--- src/rtl/control_unit.sv ---
// control_unit: one-hot Moore sequencer stepping six edge-detection stages in order.
module control_unit (
  input  logic clk,
  input  logic reset_n,
  input  logic enable,
  output logic gaussian_enable,
  input  logic gaussian_done,
  output logic conv_enable,
  input  logic conv_done,
  output logic filter_enable,
  input  logic filter_done,
  output logic suppress_enable,
  input  logic suppress_done,
  output logic threshold_enable,
  input  logic threshold_done,
  output logic hysterisis_enable,
  input  logic hysterisis_done
);
  typedef enum logic [7:0] {
    IDLE       = 8'b0000_0001,
    GAUSSIAN   = 8'b0000_0010,
    CONV       = 8'b0000_0100,
    FILTER     = 8'b0000_1000,
    SUPPRESS   = 8'b0001_0000,
    THRESHOLD  = 8'b0010_0000,
    HYSTERISIS = 8'b0100_0000,
    COMPLETE   = 8'b1000_0000
  } state_t;
  state_t state;
  // Dropping enable returns to IDLE from every state, so abort beats any done.
  always_ff @(posedge clk or negedge reset_n)
    if (!reset_n) state <= IDLE;
    else if (!enable) state <= IDLE;
    else
      case (state)
        IDLE:       state <= GAUSSIAN;
        GAUSSIAN:   state <= gaussian_done   ? CONV       : GAUSSIAN;
        CONV:       state <= conv_done       ? FILTER     : CONV;
        FILTER:     state <= filter_done     ? SUPPRESS   : FILTER;
        SUPPRESS:   state <= suppress_done   ? THRESHOLD  : SUPPRESS;
        THRESHOLD:  state <= threshold_done  ? HYSTERISIS : THRESHOLD;
        HYSTERISIS: state <= hysterisis_done ? COMPLETE   : HYSTERISIS;
        COMPLETE:   state <= COMPLETE;
        default:    state <= IDLE;
      endcase
  assign gaussian_enable   = state[1];
  assign conv_enable       = state[2];
  assign filter_enable     = state[3];
  assign suppress_enable   = state[4];
  assign threshold_enable  = state[5];
  assign hysterisis_enable = state[6];
endmodule

--- config.mk ---
export PLATFORM = sky130hd
export DESIGN_NAME = control_unit
export DESIGN_NICKNAME = d
export VERILOG_FILES = /design/src/rtl/control_unit.sv
export SDC_FILE = /design/constraint.sdc
export NUM_CORES = 1
export LEC_CHECK = 0
export CAP_MARGIN = 20
export CORE_AREA = 2 2 39 41
export DETAILED_ROUTE_END_ITERATION = 8
export DIE_AREA = 0 0 41 43
export GPL_TIMING_DRIVEN = 0
export PLACE_DENSITY = 0.7
export SLEW_MARGIN = 0
export SYNTH_ARGS = -nofsm -noshare
export SYNTH_HDL_FRONTEND = slang
export SYNTH_SLANG_ARGS = --single-unit
export TNS_END_PERCENT = 30
--- constraint.sdc ---
create_clock -name clk -period 2.6 [get_ports clk]
set_input_delay 0.39 -clock clk [delete_from_list [all_inputs] [get_ports clk]]
set_output_delay 0.39 -clock clk [all_outputs]
set_load 0.05 [all_outputs]
=== Word level (Yosys, flattened, before mapping) ===
Cells that the tools add are included.
Widths: inputs -> output; s select.

* Flip-flop bits (word level): 8
* Bits of input ports: 9
* Output and inout port bits: 6
* Word-level logic and storage cells: 17

* Equal/unequal tests: 8
* Multiplexer cells: 8

{| class="wikitable"
|+ Operator list
! operator !! count
|-
| $pmux 8 s8 || 1
|-
| $mux 8 || 2
|-
| $eq 8x1->1 const B || 1
|-
| $eq 8x2->1 const B || 1
|-
| $eq 8x3->1 const B || 1
|-
| $eq 8x4->1 const B || 1
|-
| $eq 8x5->1 const B || 1
|-
| $eq 8x6->1 const B || 1
|-
| $eq 8x7->1 const B || 1
|-
| $eq 8x8->1 const B || 1
|-
| $mux 7 || 1
|-
| $mux 6 || 1
|-
| $mux 5 || 1
|-
| $mux 4 || 1
|-
| $mux 3 || 1
|}

=== Logic depth before layout (Yosys ltp) ===
Gate-level depths: netlist (run 1).

* Depth after elaboration: 3
* Gate-level depth with buffers: 6

=== Worst setup path after synthesis (run 1) ===
Ideal clock, no wire load.

* Path kind: reg2reg
* Start: register state[6]
* End: register state[0]
* Data arrival time: 2.035 ns
* Required time: 2.518 ns
* Path slack: 0.483 ns
* Stages on the path, launching flop included: 7
* Period minus slack after synthesis: 2.117 ns
* Cell sequence: dfrtp_1 -> clkbuf_1 -> or4_4 -> or3b_4 -> nor4b_1 -> nor2_1 -> o31a_1

* Cells in the longest elaborated chain, start to end: 3
* Elaborated cells between the ends (all ways): 10

{| class="wikitable"
|+ Ends and longest elaborated chain
! element !! RTL line !! source
|-
| start: declaration || 29 || <nowiki>state_t state;</nowiki>
|-
| start signal: assignment || 37 || <nowiki>GAUSSIAN: state <= gaussian_done ? CONV : GAUSSIAN;</nowiki>
|-
| start signal: assignment || 38 || <nowiki>CONV: state <= conv_done ? FILTER : CONV;</nowiki>
|-
| start signal: assignment || 39 || <nowiki>FILTER: state <= filter_done ? SUPPRESS : FILTER;</nowiki>
|-
| $eq 8x8->1 (tied with other cells) || 35 || <nowiki>case (state)</nowiki>
|-
| $pmux 8 s8 (*) || 35 ||
|-
| $mux 8 (*) || 33 || <nowiki>else if (!enable) state <= IDLE;</nowiki>
|}

Every way passes the cells marked *; elsewhere a longest branch is shown, timed or not.

=== Final worst setup path (run 1) ===
* Start: register state[3]
* End: output port filter_enable

{| class="wikitable"
|+ RTL lines
! element !! RTL line !! source
|-
| end: declaration || 10 || <nowiki>output logic filter_enable,</nowiki>
|}

No word-level cell between the ends.

==> results.py, run 1 <==
metrics = {
    "power_and_ir_drop": {
        "cellPowerDensity_nw_per_um2": 485,
        "leakagePower_nw": 0.293,
        "design_power_mw": 0.338,
        "vdd.ir_drop.worst_v": 0.000218,
    },
    "clocking": {
        "tritoncts": "built",
        "post_cts_hold_buffer_count": 0,
        "skew_pair_late_insertion_delay_ns": 0.27,
        "clock_sink_total": 8,
        "clk_transition_reported_paths_ns": 0.07,
        "cts.repair_timing.setup_buffer_count": 0,
        "clockBufferDepth": 2,
        "ctsHtreeMaxLevel": 1,
        "cts-root-buf": "sky130_fd_sc_hd__clkbuf_4",
        "numCtsBuffers": 3,
        "cts_resized": 0,
    },
    "timing": {
        "finalMaxSlewViolations": 0,
        "grt_setup_unrepaired": "no",
        "slew-limit-headroom": 0.671,
        "finClkSkew_ns": 0.0113,
        "finalCriticalPeriod_ns": 2.01,
        "finalCritPeriodShare": 0.774,
        "finalSetupTns_ns": 0,
        "hold_violations": 0,
        "timing_worst_slew_pin_value_ns": 0.493,
        "timing.fmax_mhz": 497,
        "timing.final.setup_violations": 0,
    },
    "worst_setup_path": {
        "timing.reg2reg.worst_path_depth": 6,
        "crit_chain": "clkdlybuf4s50_1",
        "end_kind": "output port",
        "class_of_the_most_critical_setup_path": "flip-flop to output port",
        "slowest_delay_ns": 0.86,
        "timing.critical_path.arrival_ns": 1.62,
        "timing.critical_path.from_type": "flip-flop",
        "path_buf_inv": 1,
        "worst-path-stages": 1,
        "crit_path_top_delay_cell": "sky130_fd_sc_hd__clkdlybuf4s50_1",
        "cpLargestDelayFamily": "buffers and inverters",
        "required_worst_endpoint_ns": 2.21,
        "crit_fanout": 9,
    },
    "die": {
        "die-area_sq_um": 1760,
        "num_rows": 14,
        "die-height_um": 43,
        "floorplan.initialDensity": 0.369,
        "die-width_um": 41,
        "placeableCoreArea_sq_um": 1380,
        "num_io_pins": 15,
    },
    "finish": {
        "filler_cells": 141,
        "layout_top_registers": "state: 8 flops",
        "final_layout_size_suffix_gt1_frac": 0.107,
        "multi_input_comb_area_sq_um": 279,
        "ant_diodes": 0,
        "nNetsFinal": 85,
        "area_growth_syn_to_layout_pct": 36.5,
        "largest_register_ff_count": 8,
        "largest-register": "state",
        "seq_area_sq_um": 201,
    },
    "route": {
        "drt_iter0_markers": 3,
        "viasPerCell": 5.47,
        "drcViolationCount": 0,
        "routed-via-count": 498,
        "routed_wire_length_per_instance_um": 13.5,
        "wirelength_mm": 1.23,
        "post_detailed_route_count_of_antenna_violating_nets": 0,
        "firstDrtPassIters": 4,
    },
    "logic_synthesis": {
        "synthFlopType": "sky130_fd_sc_hd__dfrtp_1",
        "synth.yosys.seq_area_share": 0.395,
        "async_reset_ff_frac": 1.00,
        "synth.distinct_cells": 28,
        "synth_cells": 57,
        "synth_enable_flop_cells": 0,
        "syn_avg_cell_area_sq_um": 8.96,
        "number_of_warnings_printed_during_yosys_synthesis": 0,
        "ys_ff_latch": 8,
        "synthesis.nets": 66,
        "syn_area_sq_um": 510,
    },
    "status": {
        "run_status": "finished clean",
    },
    "hold_path": {
        "min_path_type": "primary input to asynchronous set/reset pin",
    },
    "global_routing": {
        "overflow": 0,
        "grt_start_max_net_pins": 11,
        "grt_antenna_before_repair": 0,
        "grt_pass1_wl_mm": 1.93,
        "grt_usage": 0.166,
        "first_global_vias": 467,
    },
    "flow_run": {
        "max_cap_viol_count": 0,
    },
    "place": {
        "port_buffer_count": 14,
        "place.gp.congestion": 0.783,
    },
}
cell type report:
cell class	instances	area share
multi-input combinational	44	0.400
sequential	8	0.289
timing repair buffer	14	0.201
clock buffer	4	0.0377
buffer	3	0.0323
tap	16	0.0287
inverter	2	0.0108
report_power, final:
part,switching (mW),internal (mW),leakage (nW)
Combinational,0.0417,0.0355,0.171
Clock,0.0536,0.0593,0.0150
Sequential,0.0135,0.134,0.107
Total,0.109,0.229,0.293
final timing paths:
check	end	slack [ns]	startpoint
setup / recovery	filter_enable	0.59	state[3]
hold / removal	state[7]	0.40	reset_n
hold reg to reg	state[1]	0.60	state[2]
min in group clk	state[1]	0.60	state[2]
setup reg to reg	state[0]	0.60	state[6]
max in group asynchronous	state[0]	1.86	reset_n
logic make-up after synthesis:
logic type                count (synthesis)  share of synthesized area
and+or+nand+nor                          31                      0.360
AOI/OAI and AO/OA                        10                      0.130
DFF                                       8                      0.395
buffers and inverters                     5                     0.0588
muxes                                     2                     0.0392
xor gates and xnor gates                  1                     0.0172
layer usage:
layer / global-route usage / part of all wire / vias up
met5: 0 / 0 / -
met4: 0.140 / 0.043 / 0
met3: 0.0157 / 0.029 / 7
met2: 0.259 / 0.47 / 11
met1: 0.188 / 0.46 / 237
li1: - / - / 243
cell usage after synthesis, drive strengths merged, types with 3 or more instances:
cell / instances / share of area
and3: 3 / 0.037
nor2: 6 / 0.044
dfrtp: 7 / 0.34
nor3: 7 / 0.069
layout by cell type (no fill, tap or decap), types with 2 or more instances in the layout:
| cell | n |
|---|---|
| sky130_fd_sc_hd__nor4b_1 | 2 |
| sky130_fd_sc_hd__a21oi_1 | 2 |
| sky130_fd_sc_hd__clkdlybuf4s50_1 | 14 |
| sky130_fd_sc_hd__mux2i_1 | 2 |
| sky130_fd_sc_hd__clkbuf_4 | 3 |
| sky130_fd_sc_hd__nand3b_1 | 2 |
| sky130_fd_sc_hd__nor2b_1 | 2 |
| sky130_fd_sc_hd__inv_1 | 2 |
| sky130_fd_sc_hd__a21boi_0 | 2 |
| sky130_fd_sc_hd__and3_1 | 3 |
| sky130_fd_sc_hd__clkbuf_1 | 2 |
| sky130_fd_sc_hd__dfrtp_1 | 7 |
| sky130_fd_sc_hd__nor2_1 | 6 |
| sky130_fd_sc_hd__nor3_1 | 7 |
| sky130_fd_sc_hd__nand3_1 | 2 |
| sky130_fd_sc_hd__o21ai_0 | 2 |
| sky130_fd_sc_hd__nand2_1 | 2 |
metrics by stage:
stage	instance area, sq um	utilization	std cells	setup WS, ns	hold WS [ns]
final	697	0.504	91	0.587	0.405
after global routing	697	0.504	91	0.479	0.432
after CTS	697	0.504	91	0.597	0.415
after detailed placement	671	0.485	87	0.627	0.594
after global placement	671	0.485	87	0.677	0.578
after floorplan	510	-	57	0.483	0.0944
No activity file was read; power rests on OpenSTA's default activity.
==> run 2: changes to the inputs <==
==> constraint.sdc (replaced) <==
create_clock -name clk -period 2.1 [get_ports clk]
set_input_delay 0.315 -clock clk [delete_from_list [all_inputs] [get_ports clk]]
set_output_delay 0.315 -clock clk [all_outputs]
set_load 0.05 [all_outputs]
==> results.py, run 2 (synthesized netlist as in run 1, its figures left out) <==
metrics = {
    "status": {
        "run_status": "finished clean",
    },
    "finish": {
        "largest-register": "state",
        "seq_area_sq_um": 203,
        "nNetsFinal": 84,
        "filler_cells": 138,
        "final_cell_mix": "14 x sky130_fd_sc_hd__clkdlybuf4s50_1, 7 x sky130_fd_sc_hd__nor3_1, 6 x sky130_fd_sc_hd__nor2_1, 6 x sky130_fd_sc_hd__dfrtp_1",
        "largest_register_ff_count": 8,
        "final_layout_size_suffix_gt1_frac": 0.135,
        "layout_top_registers": "state: 8 flops",
        "layout.cells.most_common": "sky130_fd_sc_hd__clkdlybuf4s50_1",
        "ant_diodes": 0,
        "multi_input_comb_area_sq_um": 285,
        "area_growth_syn_to_layout_pct": 37.3,
    },
    "place": {
        "place.detailed.hpwl_um": 800,
        "place.gp.congestion": 0.731,
        "port_buffer_count": 14,
    },
    "route": {
        "viasPerCell": 5.19,
        "drcViolationCount": 0,
        "post_detailed_route_count_of_antenna_violating_nets": 0,
        "routed_wire_length_per_instance_um": 12.3,
        "wirelength_mm": 1.11,
        "drt_iter0_markers": 6,
        "routed-via-count": 467,
        "firstDrtPassIters": 4,
    },
    "global_routing": {
        "grt_start_max_net_pins": 11,
        "grt_usage": 0.152,
        "grt_pass1_wl_mm": 1.68,
        "grt_antenna_before_repair": 0,
        "overflow": 0,
        "first_global_vias": 394,
    },
    "hold_path": {
        "min_path_type": "primary input to asynchronous set/reset pin",
    },
    "die": {
        "placeableCoreArea_sq_um": 1380,
        "num_rows": 14,
        "die-area_sq_um": 1760,
        "die-width_um": 41,
        "num_io_pins": 15,
        "die-height_um": 43,
        "floorplan.initialDensity": 0.369,
    },
    "worst_setup_path": {
        "end_kind": "flip-flop",
        "worst-path-stages": 6,
        "crit_path_top_delay_cell": "sky130_fd_sc_hd__or4_4",
        "timing.critical_path.arrival_ns": 2.12,
        "path_buf_inv": 1,
        "timing.reg2reg.worst_path_depth": 6,
        "crit_fanout": 6,
        "timing.critical_path.from_type": "flip-flop",
        "crit_chain": "buf_6 -> or4_4 -> or3b_4 -> nor4b_1 -> nor2_1 -> o31a_1",
        "class_of_the_most_critical_setup_path": "flip-flop to flip-flop",
        "required_worst_endpoint_ns": 2.27,
        "slowest_delay_ns": 0.47,
        "cpLargestDelayFamily": "simple AND/OR/NAND/NOR gates",
    },
    "power_and_ir_drop": {
        "p_int_mw": 0.283,
        "total_switching_power_mw": 0.124,
        "seq_power_share": 0.452,
        "design_power_mw": 0.407,
        "p_clk_frac": 0.316,
        "vdd.ir_drop.worst_v": 0.000335,
        "leakagePower_nw": 0.290,
        "cellPowerDensity_nw_per_um2": 582,
        "power.switching_fraction": 0.305,
        "power.combinational.fraction": 0.232,
    },
    "clocking": {
        "skew_pair_late_insertion_delay_ns": 0.26,
        "ctsHtreeMaxLevel": 1,
        "clk_transition_reported_paths_ns": 0.07,
        "clock_sink_total": 8,
        "tritoncts": "built",
        "numCtsBuffers": 3,
        "clockBufferDepth": 2,
        "cts-root-buf": "sky130_fd_sc_hd__clkbuf_4",
        "post_cts_hold_buffer_count": 0,
    },
    "timing": {
        "hold_violations": 0,
        "timing_worst_slew_pin_value_ns": 0.494,
        "finalCritPeriodShare": 0.928,
        "slew-limit-headroom": 0.670,
        "finalSetupTns_ns": 0,
        "timing.fmax_mhz": 513,
        "timing.final.setup_violations": 0,
        "grt_setup_unrepaired": "no",
        "finClkSkew_ns": 0.0196,
        "finalMaxSlewViolations": 0,
        "finalCriticalPeriod_ns": 1.95,
    },
    "flow_run": {
        "max_cap_viol_count": 0,
    },
}
[run 2: changes by cell type in the layout (fill, tap and decap cells not counted), sizes merged]
cell | previous run | this run
clkbuf | 5 | 4
[run 2: per-stage QoR]
stage                     worst slack [ns]  cells  hold WS, ns  cell area (sq um)   util
after floorplan                     0.0152     57       0.0194                512      -
after global placement               0.157     87        0.581                672  0.486
after detailed placement             0.135     87        0.595                672  0.486
after CTS                            0.104     91        0.335                698  0.505
after global routing                0.0629     90        0.343                701  0.506
final                                0.151     90        0.325                701  0.506
[run 2: metal layers]
metal | track usage | vias to the layer above | part of all wire
met5 | 0 | - | 0
met4 | 0.100 | 0 | 0.013
met3 | 0.0628 | 2 | 0.041
met2 | 0.197 | 11 | 0.47
met1 | 0.198 | 210 | 0.48
li1 | - | 244 | -
[run 2: repair_timing]
action / in CTS / in global routing
setup endpoints to repair: 0 / 1
setup buffers: 0 / 0
endpoints found under the hold margin: 0 / 0
resized for setup: 0 / 1
[run 2: layout make-up]
class / instances / area share
plain buffers: 2 / 0.0268
clock buffers: 4 / 0.0375
inverters: 2 / 0.0107
multi-input cells: 44 / 0.407
flip-flops and latches: 8 / 0.289
well taps: 16 / 0.0286
repair buffers: 14 / 0.200
[run 2: path summary, 6_finish.rpt]
kind                           from  endpoint  slack, ns
setup / recovery           state[7]  state[0]       0.15
min in group clk           state[0]  state[2]       0.62
hold / removal              reset_n  state[7]       0.32
setup reg to reg           state[7]  state[0]       0.15
max in group asynchronous   reset_n  state[0]       1.44
hold reg to reg            state[0]  state[2]       0.62
[run 2: power groups by stage]
| stage | sequential [mW] | clock [mW] | combinational, mW |
|---|---|---|---|
| CTS | 0.182 | 0.132 | 0.0949 |
| floorplan | 0.197 | 0 | 0.0426 |
| global placement | 0.184 | 0 | 0.0933 |
| detailed placement | 0.184 | 0 | 0.0945 |
| global route | 0.186 | 0.143 | 0.105 |
| finish | 0.184 | 0.129 | 0.0946 |
